$ cat src/rtl/ultrasonic_pkg.sv
// Shared types and default timing for the ultrasonic ranging sequencer.
// All timing values are in 1 MHz clock cycles (microseconds).
package ultrasonic_pkg;

  typedef enum logic [2:0] {
    IDLE,
    TRIG,
    WAIT_RISE,
    MEASURE,
    REPORT,
    GAP
  } state_e;

  localparam int unsigned DEF_TRIG_US    = 10;
  localparam int unsigned DEF_RISE_TO_US = 5000;
  localparam int unsigned DEF_ECHO_TO_US = 38000;
  localparam int unsigned DEF_GAP_US     = 60000;

endpackage

$ cat src/rtl/ultrasonic_scan_ctrl_sync_2ff.sv
// Two-flop synchronizer bank; every bit sees the same two-cycle latency.
module sync_2ff #(
  parameter int unsigned WIDTH = 1
) (
  input  logic             clk_i,
  input  logic             rst_ni,
  input  logic [WIDTH-1:0] d_i,
  output logic [WIDTH-1:0] q_o
);

  logic [WIDTH-1:0] meta_q;
  logic [WIDTH-1:0] sync_q;

  always_ff @(posedge clk_i or negedge rst_ni) begin
    if (!rst_ni) begin
      meta_q <= '0;
      sync_q <= '0;
    end else begin
      meta_q <= d_i;
      sync_q <= meta_q;
    end
  end

  assign q_o = sync_q;

endmodule

$ cat src/rtl/ultrasonic_scan_ctrl.sv
// Round-robin ultrasonic ranging sequencer: trigger, echo timing and
// valid/ready result reporting for one sensor at a time.
module ultrasonic_scan_ctrl
  import ultrasonic_pkg::*;
#(
  parameter int unsigned N_SENS     = 4,
  parameter int unsigned ID_W       = 2,
  parameter int unsigned TRIG_US    = DEF_TRIG_US,
  parameter int unsigned RISE_TO_US = DEF_RISE_TO_US,
  parameter int unsigned ECHO_TO_US = DEF_ECHO_TO_US,
  parameter int unsigned GAP_US     = DEF_GAP_US,
  parameter int unsigned CNT_W      = 16
) (
  input  logic              clk_1m,
  input  logic              rst,
  input  logic              en,
  input  logic [N_SENS-1:0] echo,
  output logic [N_SENS-1:0] trig,
  output logic              meas_valid,
  input  logic              meas_ready,
  output logic [ID_W-1:0]   meas_id,
  output logic [CNT_W-1:0]  meas_width,
  output logic              meas_timeout,
  output logic              busy
);

  localparam logic [CNT_W-1:0] TRIG_LAST = CNT_W'(TRIG_US - 1);
  localparam logic [CNT_W-1:0] RISE_LAST = CNT_W'(RISE_TO_US - 1);
  localparam logic [CNT_W-1:0] ECHO_LIM  = CNT_W'(ECHO_TO_US);
  localparam logic [CNT_W-1:0] GAP_LAST  = CNT_W'(GAP_US - 1);
  localparam logic [ID_W-1:0]  ID_LAST   = ID_W'(N_SENS - 1);

  state_e              state_q, state_d;
  logic [CNT_W-1:0]    cnt_q, cnt_d;
  logic [ID_W-1:0]     id_q, id_d;
  logic [N_SENS-1:0]   trig_q, trig_d;
  logic [CNT_W-1:0]    width_q, width_d;
  logic                to_q, to_d;
  logic [N_SENS-1:0]   echo_s;
  logic                echo_cur;

  sync_2ff #(
    .WIDTH (N_SENS)
  ) u_echo_sync (
    .clk_i  (clk_1m),
    .rst_ni (rst),
    .d_i    (echo),
    .q_o    (echo_s)
  );

  assign echo_cur = echo_s[id_q];

  always_comb begin
    state_d = state_q;
    cnt_d   = cnt_q;
    id_d    = id_q;
    width_d = width_q;
    to_d    = to_q;
    trig_d  = '0;

    unique case (state_q)
      IDLE: begin
        if (en) begin
          state_d = TRIG;
          cnt_d   = '0;
        end
      end
      TRIG: begin
        if (cnt_q == TRIG_LAST) begin
          state_d = WAIT_RISE;
          cnt_d   = '0;
        end else begin
          cnt_d = cnt_q + CNT_W'(1);
        end
      end
      WAIT_RISE: begin
        // The cycle that sees the rise is the first high cycle, hence count=1.
        if (echo_cur) begin
          state_d = MEASURE;
          cnt_d   = CNT_W'(1);
        end else if (cnt_q == RISE_LAST) begin
          state_d = REPORT;
          width_d = '0;
          to_d    = 1'b1;
        end else begin
          cnt_d = cnt_q + CNT_W'(1);
        end
      end
      MEASURE: begin
        if (!echo_cur) begin
          state_d = REPORT;
          width_d = cnt_q;
          to_d    = 1'b0;
        end else if (cnt_q == ECHO_LIM) begin
          state_d = REPORT;
          width_d = ECHO_LIM;
          to_d    = 1'b1;
        end else begin
          cnt_d = cnt_q + CNT_W'(1);
        end
      end
      REPORT: begin
        if (meas_ready) begin
          state_d = GAP;
          cnt_d   = '0;
        end
      end
      GAP: begin
        if (cnt_q == GAP_LAST) begin
          id_d    = (id_q == ID_LAST) ? '0 : id_q + ID_W'(1);
          state_d = en ? TRIG : IDLE;
          cnt_d   = '0;
        end else begin
          cnt_d = cnt_q + CNT_W'(1);
        end
      end
      default: state_d = IDLE;
    endcase

    // Registered one-hot trigger decoded from the next state so it is glitch-free.
    if (state_d == TRIG) trig_d[id_d] = 1'b1;
  end

  always_ff @(posedge clk_1m or negedge rst) begin
    if (!rst) begin
      state_q <= IDLE;
      cnt_q   <= '0;
      id_q    <= '0;
      trig_q  <= '0;
      width_q <= '0;
      to_q    <= 1'b0;
    end else begin
      state_q <= state_d;
      cnt_q   <= cnt_d;
      id_q    <= id_d;
      trig_q  <= trig_d;
      width_q <= width_d;
      to_q    <= to_d;
    end
  end

  assign trig         = trig_q;
  assign meas_valid   = (state_q == REPORT);
  assign meas_id      = id_q;
  assign meas_width   = width_q;
  assign meas_timeout = to_q;
  assign busy         = (state_q != IDLE);

endmodule

$ cat config.mk
export PLATFORM = sky130hd
export DESIGN_NAME = ultrasonic_scan_ctrl
export DESIGN_NICKNAME = d
export VERILOG_FILES = /design/src/rtl/ultrasonic_pkg.sv /design/src/rtl/ultrasonic_scan_ctrl_sync_2ff.sv /design/src/rtl/ultrasonic_scan_ctrl.sv
export SDC_FILE = /design/constraint.sdc
export NUM_CORES = 1
export LEC_CHECK = 0
export BUFFER_PORTS_ARGS = -buffer_cell sky130_fd_sc_hd__buf_4
export CAP_MARGIN = 20
export CELL_PAD_IN_SITES_DETAIL_PLACEMENT = 1
export CELL_PAD_IN_SITES_GLOBAL_PLACEMENT = 1
export CORE_ASPECT_RATIO = 1.25
export CORE_MARGIN = 3
export CORE_UTILIZATION = 44
export DETAILED_ROUTE_END_ITERATION = 10
export HOLD_SLACK_MARGIN = 0.03
export PLACE_DENSITY_LB_ADDON = 0.1
export SYNTH_ARGS = -nofsm -noshare
export SYNTH_HDL_FRONTEND = slang
export SYNTH_HIERARCHICAL = 1
export SYNTH_SLANG_ARGS = --single-unit
$ cat constraint.sdc
create_clock -name clk_1m -period 3.5 [get_ports clk_1m]
set_clock_uncertainty 0.1 [all_clocks]
set_input_delay 0.35 -clock clk_1m [delete_from_list [all_inputs] [get_ports clk_1m]]
set_output_delay 0.35 -clock clk_1m [all_outputs]
set_load 0.03 [all_outputs]
# After elaboration in Yosys (flattened, before gate mapping)
# Cells that the tools add are included.
dict set report op_classes {
  mul 0
  n_reduce_logical 7
  n_lt_le_gt_ge 3
  n_div 0
  shifts 0
  muxes 37
  n_bitwise 0
  eq_ne 19
  n_addsub 2
}
# operator count
set ops {}
lappend ops {{2-to-1 mux 16 bit} 12}
lappend ops {{one-hot mux 16 bit (6 select lines)} 1}
lappend ops {{== test 16 bit (second input constant)} 2}
lappend ops {{one-hot mux 16 bit (2 select lines)} 1}
lappend ops {{2-to-1 mux 3 bit} 8}
lappend ops {{one-hot mux 3 bit (6 select lines)} 1}
lappend ops {{adder 16 x 1 -> 16 bit (second input constant)} 1}
lappend ops {{== test 16 x 13 -> 1 bit (second input constant)} 1}
lappend ops {{== test 16 x 4 -> 1 bit (second input constant)} 1}
lappend ops {{!= test 2 bit (second input constant)} 5}
lappend ops {{2-to-1 mux 1 bit} 7}
lappend ops {{== test 3 x 1 -> 1 bit (second input constant)} 2}
lappend ops {{== test 3 x 2 -> 1 bit (second input constant)} 2}
lappend ops {{== test 3 bit (second input constant)} 2}
lappend ops {{< comparator 2 x 3 -> 1 bit (second input constant)} 2}
lappend ops {{2-to-1 mux 2 bit} 3}
lappend ops {{!= test 3 bit (second input constant)} 2}
lappend ops {{AND reduction 6 bit} 1}
lappend ops {{nonzero test 6 bit} 1}
lappend ops {{2-to-1 mux 4 bit} 1}
lappend ops {{AND reduction 4 bit} 1}
lappend ops {{logical NOT 3 bit} 1}
lappend ops {{nonzero test 3 bit} 1}
lappend ops {{adder 2 x 1 -> 2 bit (second input constant)} 1}
lappend ops {{other kinds (8)} 8}
dict set report word_totals {
  out_inout_bits 25
  romBits 0
  latchBits 0
  mem_bits_rw 0
  word_cells 76
  in_bits 8
  n_memories 0
  regBits 50
}

# Logic depth before layout (Yosys ltp)
dict set report depth {
  ltp_word 9
  depth_mapped 10
}

# Modules after synthesis
# Netlist, hierarchy kept.
# module cells_each area_each_um2 instances seq_area_each_um2
set modules_own_cells {}
lappend modules_own_cells {ultrasonic_scan_ctrl 236 2250.9 1 1051.0}
lappend modules_own_cells {sync_2ff 8 200.2 1 200.2}

# Worst setup path before layout
# OpenSTA, ideal clock, no wires.
dict set report synth_timing {
  kind {flip-flop to flip-flop}
  startpoint {register id_q[0] (netlist: meas_id[0])}
  endpoint {register width_q[7] (netlist: meas_width[7])}
  arrival_ps 2658
  path_slack_ps 621
  synth_period_minus_slack_ps 2879
  setup_ps 121
  path_stages_with_launch 9
  path_cell_list {dfrtp_1 > mux4_2 > or3_1 > or4_4 > buf_6 > and2_4 > buf_6 > buf_6 > a22o_1}
}
dict set report synth_between {
  elab_chain_len 4
  elab_cells_between_ends 7
}
# item line
set synth_lines {}
lappend synth_lines {{from (decl)} ultrasonic_scan_ctrl.sv:35} ;# logic [ID_W-1:0] id_q, id_d;
lappend synth_lines {{from (signal assigned)} ultrasonic_scan_ctrl.sv:135} ;# id_q <= id_d;
lappend synth_lines {{binary-select mux 1 bit (select 2 bit) *} ultrasonic_scan_ctrl.sv:51} ;# assign echo_cur = echo_s[id_q];
lappend synth_lines {{2-to-1 mux 1 bit (not written as such) *} ultrasonic_scan_ctrl.sv:51}
lappend synth_lines {{!= test 3 bit (no source line) (tied with other cells)} -}
lappend synth_lines {{AND reduction 4 bit (no source line) / one-hot mux 16 bit (2 select lines) (equally long branches)} -}
lappend synth_lines {{to (signal assigned)} ultrasonic_scan_ctrl.sv:137} ;# width_q <= width_d;
lappend synth_lines {{to (decl)} ultrasonic_scan_ctrl.sv:37} ;# logic [CNT_W-1:0] width_q, width_d;
# Mark *: on every way between the ends. The rest lies on a longest branch, timed or not. The select of a mux whose other input is x is not followed.
# A chain may end at the register's enable or synchronous reset.

# Final worst setup path
dict set report layout_timing {
  startpoint {register cnt_q[5]}
  endpoint {register cnt_q[7]}
}
dict set report layout_between {
  elab_chain_len 4
  elab_cells_between_ends 15
}
# item line
set layout_lines {}
lappend layout_lines {{from (decl)} ultrasonic_scan_ctrl.sv:34} ;# logic [CNT_W-1:0] cnt_q, cnt_d;
lappend layout_lines {{from (signal assigned)} ultrasonic_scan_ctrl.sv:134} ;# cnt_q <= cnt_d;
lappend layout_lines {{adder 16 x 1 -> 16 bit} -}
lappend layout_lines {{2-to-1 mux 16 bit (on tied branches)} {ultrasonic_scan_ctrl.sv:94, ultrasonic_scan_ctrl.sv:81}}
lappend layout_lines {{2-to-1 mux 16 bit (on tied branches)} {ultrasonic_scan_ctrl.sv:90, ultrasonic_scan_ctrl.sv:78}}
lappend layout_lines {{one-hot mux 16 bit (6 select lines)} ultrasonic_scan_ctrl.sv:61} ;# unique case (state_q)
# Parallel ways exist; a longest one is shown, timed or not. The select of a mux whose other input is x is not followed.

==> impl_metrics.py <==
metrics = {
    "outcome": {
        "outcome": "finished, final reports clean",
    },
    "timing": {
        "fin_crit_ns": 3.13,
        "maxSlewHeadroom_pct": 57.9,
        "drv_slew": 0,
        "worstMarginPinSlew_ns": 0.630,
        "fmax_mhz": 320,
        "hold_violations": 0,
        "setup_viol_count_final": 0,
        "setup-tns-final_ns": 0,
        "min_period_over_period_pct": 89.3,
        "rsz0062_at_grt": "false",
    },
    "finish": {
        "drive_gt1_share_pct": 20.7,
        "diodes": 0,
        "layout.nets": 287,
        "syn2layout_area_growth_pct": 16.5,
    },
    "routing": {
        "detail-route-antenna-nets": 0,
        "first_pass_iters": 4,
        "drc_errors": 0,
        "detail_route.iter0.violations": 169,
        "totalWireLength_mm": 6.75,
        "vias": 2063,
        "wire_per_inst_microns": 20.0,
        "avgViaCountPerCell": 6.12,
    },
    "floorplanning": {
        "num_rows": 29,
        "dieArea_sq_mm": 0.00651,
        "start_util_pct": 46.9,
        "num_io_pins": 33,
        "die_w_microns": 72.8,
        "core_area_sq_mm": 0.00523,
        "die_y_microns": 89.4,
    },
    "place": {
        "gp_congestion": 0.893,
        "io_buffers": 32,
        "dp_hpwl_mm": 4.82,
    },
    "clocking": {
        "clk_path_buf_depth": 2,
        "ctsRootBufferMaster": "clkbuf_8",
        "clock-sinks": 50,
        "htree_num_levels": 2,
        "cts_buffers": 5,
        "cts_setup_buffers": 0,
        "clkTransAtPathRegs_ns": 0.09,
        "clk_latency_ns": 0.31,
        "cts_hold_buf": 1,
        "cts_tree": "built",
        "cts_resized": 0,
    },
    "global_route": {
        "grt_pass1_vias": 2166,
        "gr-total-overflow": 0,
        "grt_first_pass_wirelength_mm": 11.2,
        "track_usage_pct": 22.4,
        "grt_max_degree": 51,
        "antenna_found_initial": 0,
    },
    "yosys": {
        "ys_seq_elements": 50,
        "netlist_area_sq_mm": 0.00245,
        "async_flop_share_pct": 100,
        "synth-seq-area-share_pct": 51.0,
        "synth_top_cell_by_area": "dfrtp_1",
        "synth.distinct_cells": 42,
        "netlist_instances": 244,
        "syn_area_per_cell_sq_um": 10.0,
        "synth_warnings": 6,
        "synth_edf_count": 0,
        "synthTopCellsByArea": "dfrtp_1 51%, a22o_1 5.4%, o21ai_0 4.1%",
        "synth_fp_nets": 256,
        "yosysMostFrequentCell": "dfrtp_1",
        "synth_flop_cell": "dfrtp_1",
        "yosysTopAreaCellShare_pct": 51.0,
        "synth_commonest_cells": "50 x dfrtp_1, 20 x o21ai_0, 19 x nor2_1",
    },
    "min_path": {
        "min_path_type": "in2reg",
    },
    "power": {
        "pwr_density_cell_mw_per_mm2": 358,
        "leakage_nw": 1.33,
        "vdd_drop_max_mv": 0.276,
        "p_total_mw": 1.02,
    },
    "worst_setup_path": {
        "required_ns": 3.60,
        "arrival_ns": 3.23,
        "endpoint_kind": "register",
        "worstSetupPathType": "reg2reg",
        "critPathMaxFanout": 9,
        "cp-start-kind": "register",
    },
    "flow_run": {
        "maxCapViolCount": 0,
    },
}
## per-layer routing
metal	vias to the layer above	wire length (microns)	GRT usage (%)
met2	50	3270	36.6
met4	0	138	8.05
met5	-	0	0
li1	957	-	-
met3	13	257	4.27
met1	1043	3080	29.7
## flip-flops by register name, summed over array words and instances, names as in the netlist
register            cells
cnt_q                  16
meas_width             16
trig                    4
u_echo_sync/meta_q      4
u_echo_sync/q_o         4
state_q                 3
meas_id                 2
meas_timeout            1
## area by class of cell
cell class,instances,area [sq um]
fillers,587,2370
flip-flops and latches,50,1250
clock buffers,6,82.6
well taps,62,77.6
clock inverters,1,30.0
inverters,11,41.3
repair buffers,40,303
multi-input cells,167,1070
## stage by stage
stage / hold WS, ns / utilization, % / instance area [sq um] / std cells / worst slack (ns)
global route: 0.0348 / 54.7 / 2860 / 337 / 0.147
floorplan: -0.0456 / - / 2450 / 244 / 0.621
detailed placement: 0.240 / 52.3 / 2730 / 329 / 0.405
finish: 0.0469 / 54.7 / 2860 / 337 / 0.373
CTS: 0.0399 / 54.7 / 2860 / 337 / 0.388
global placement: 0.231 / 52.3 / 2730 / 329 / 0.447
## critical path, cell delays in order, from the launching register on
cell and delay, ns:
dfrtp_1 0.48, or4b_2 0.69, nor4_1 0.54, o32a_1 0.43
nand2_1 0.31, a21o_1 0.24, a22o_1 0.22
## layout by cell type, fill, tap and decap left out, types with 8 or more instances in the layout
cell and instances:
o21ai_0 20, a22o_1 15, nor4_1 8, nand3_1 16
a21oi_1 13, buf_4 39, nand2_1 11, inv_1 10
nor2_1 19, dfrtp_1 50
## worst paths after layout
path / from / end / slack, ns / cells after the start
max: cnt_q[5] / cnt_q[7] / 0.37 / 6
min: echo[0] / u_echo_sync/meta_q[0] / 0.05 / 1
max reg2reg: cnt_q[5] / cnt_q[7] / 0.37 / 6
min reg2reg: u_echo_sync/meta_q[3] / u_echo_sync/q_o[3] / 0.26 / 0
max in group asynchronous: rst / cnt_q[5] / 2.38 / 2
min in group asynchronous: rst / state_q[0] / 0.49 / 2
## power by group
part           total, mW  leakage, nW  internal (mW)  switching, mW
clock              0.417       0.0573          0.229          0.189
combinational     0.0235        0.631        0.00787         0.0156
sequential         0.583        0.644          0.582        0.00131
total               1.02         1.33          0.818          0.206
## cell families (layout without fill, tap and decap cells)
kind of cell             Yosys count  count (layout)  share of synthesized area (%)
buffers and inverters             27              58                           5.26
adder cells (fa/ha/maj)            4               4                           2.04
AND/OR/NAND/NOR                   90              90                           20.4
flip-flops                        50              50                           51.0
AO/OA/AOI/OAI                     71              71                           20.0
multiplexers                       2               2                           1.33
Power figures use the tool's default switching activity.
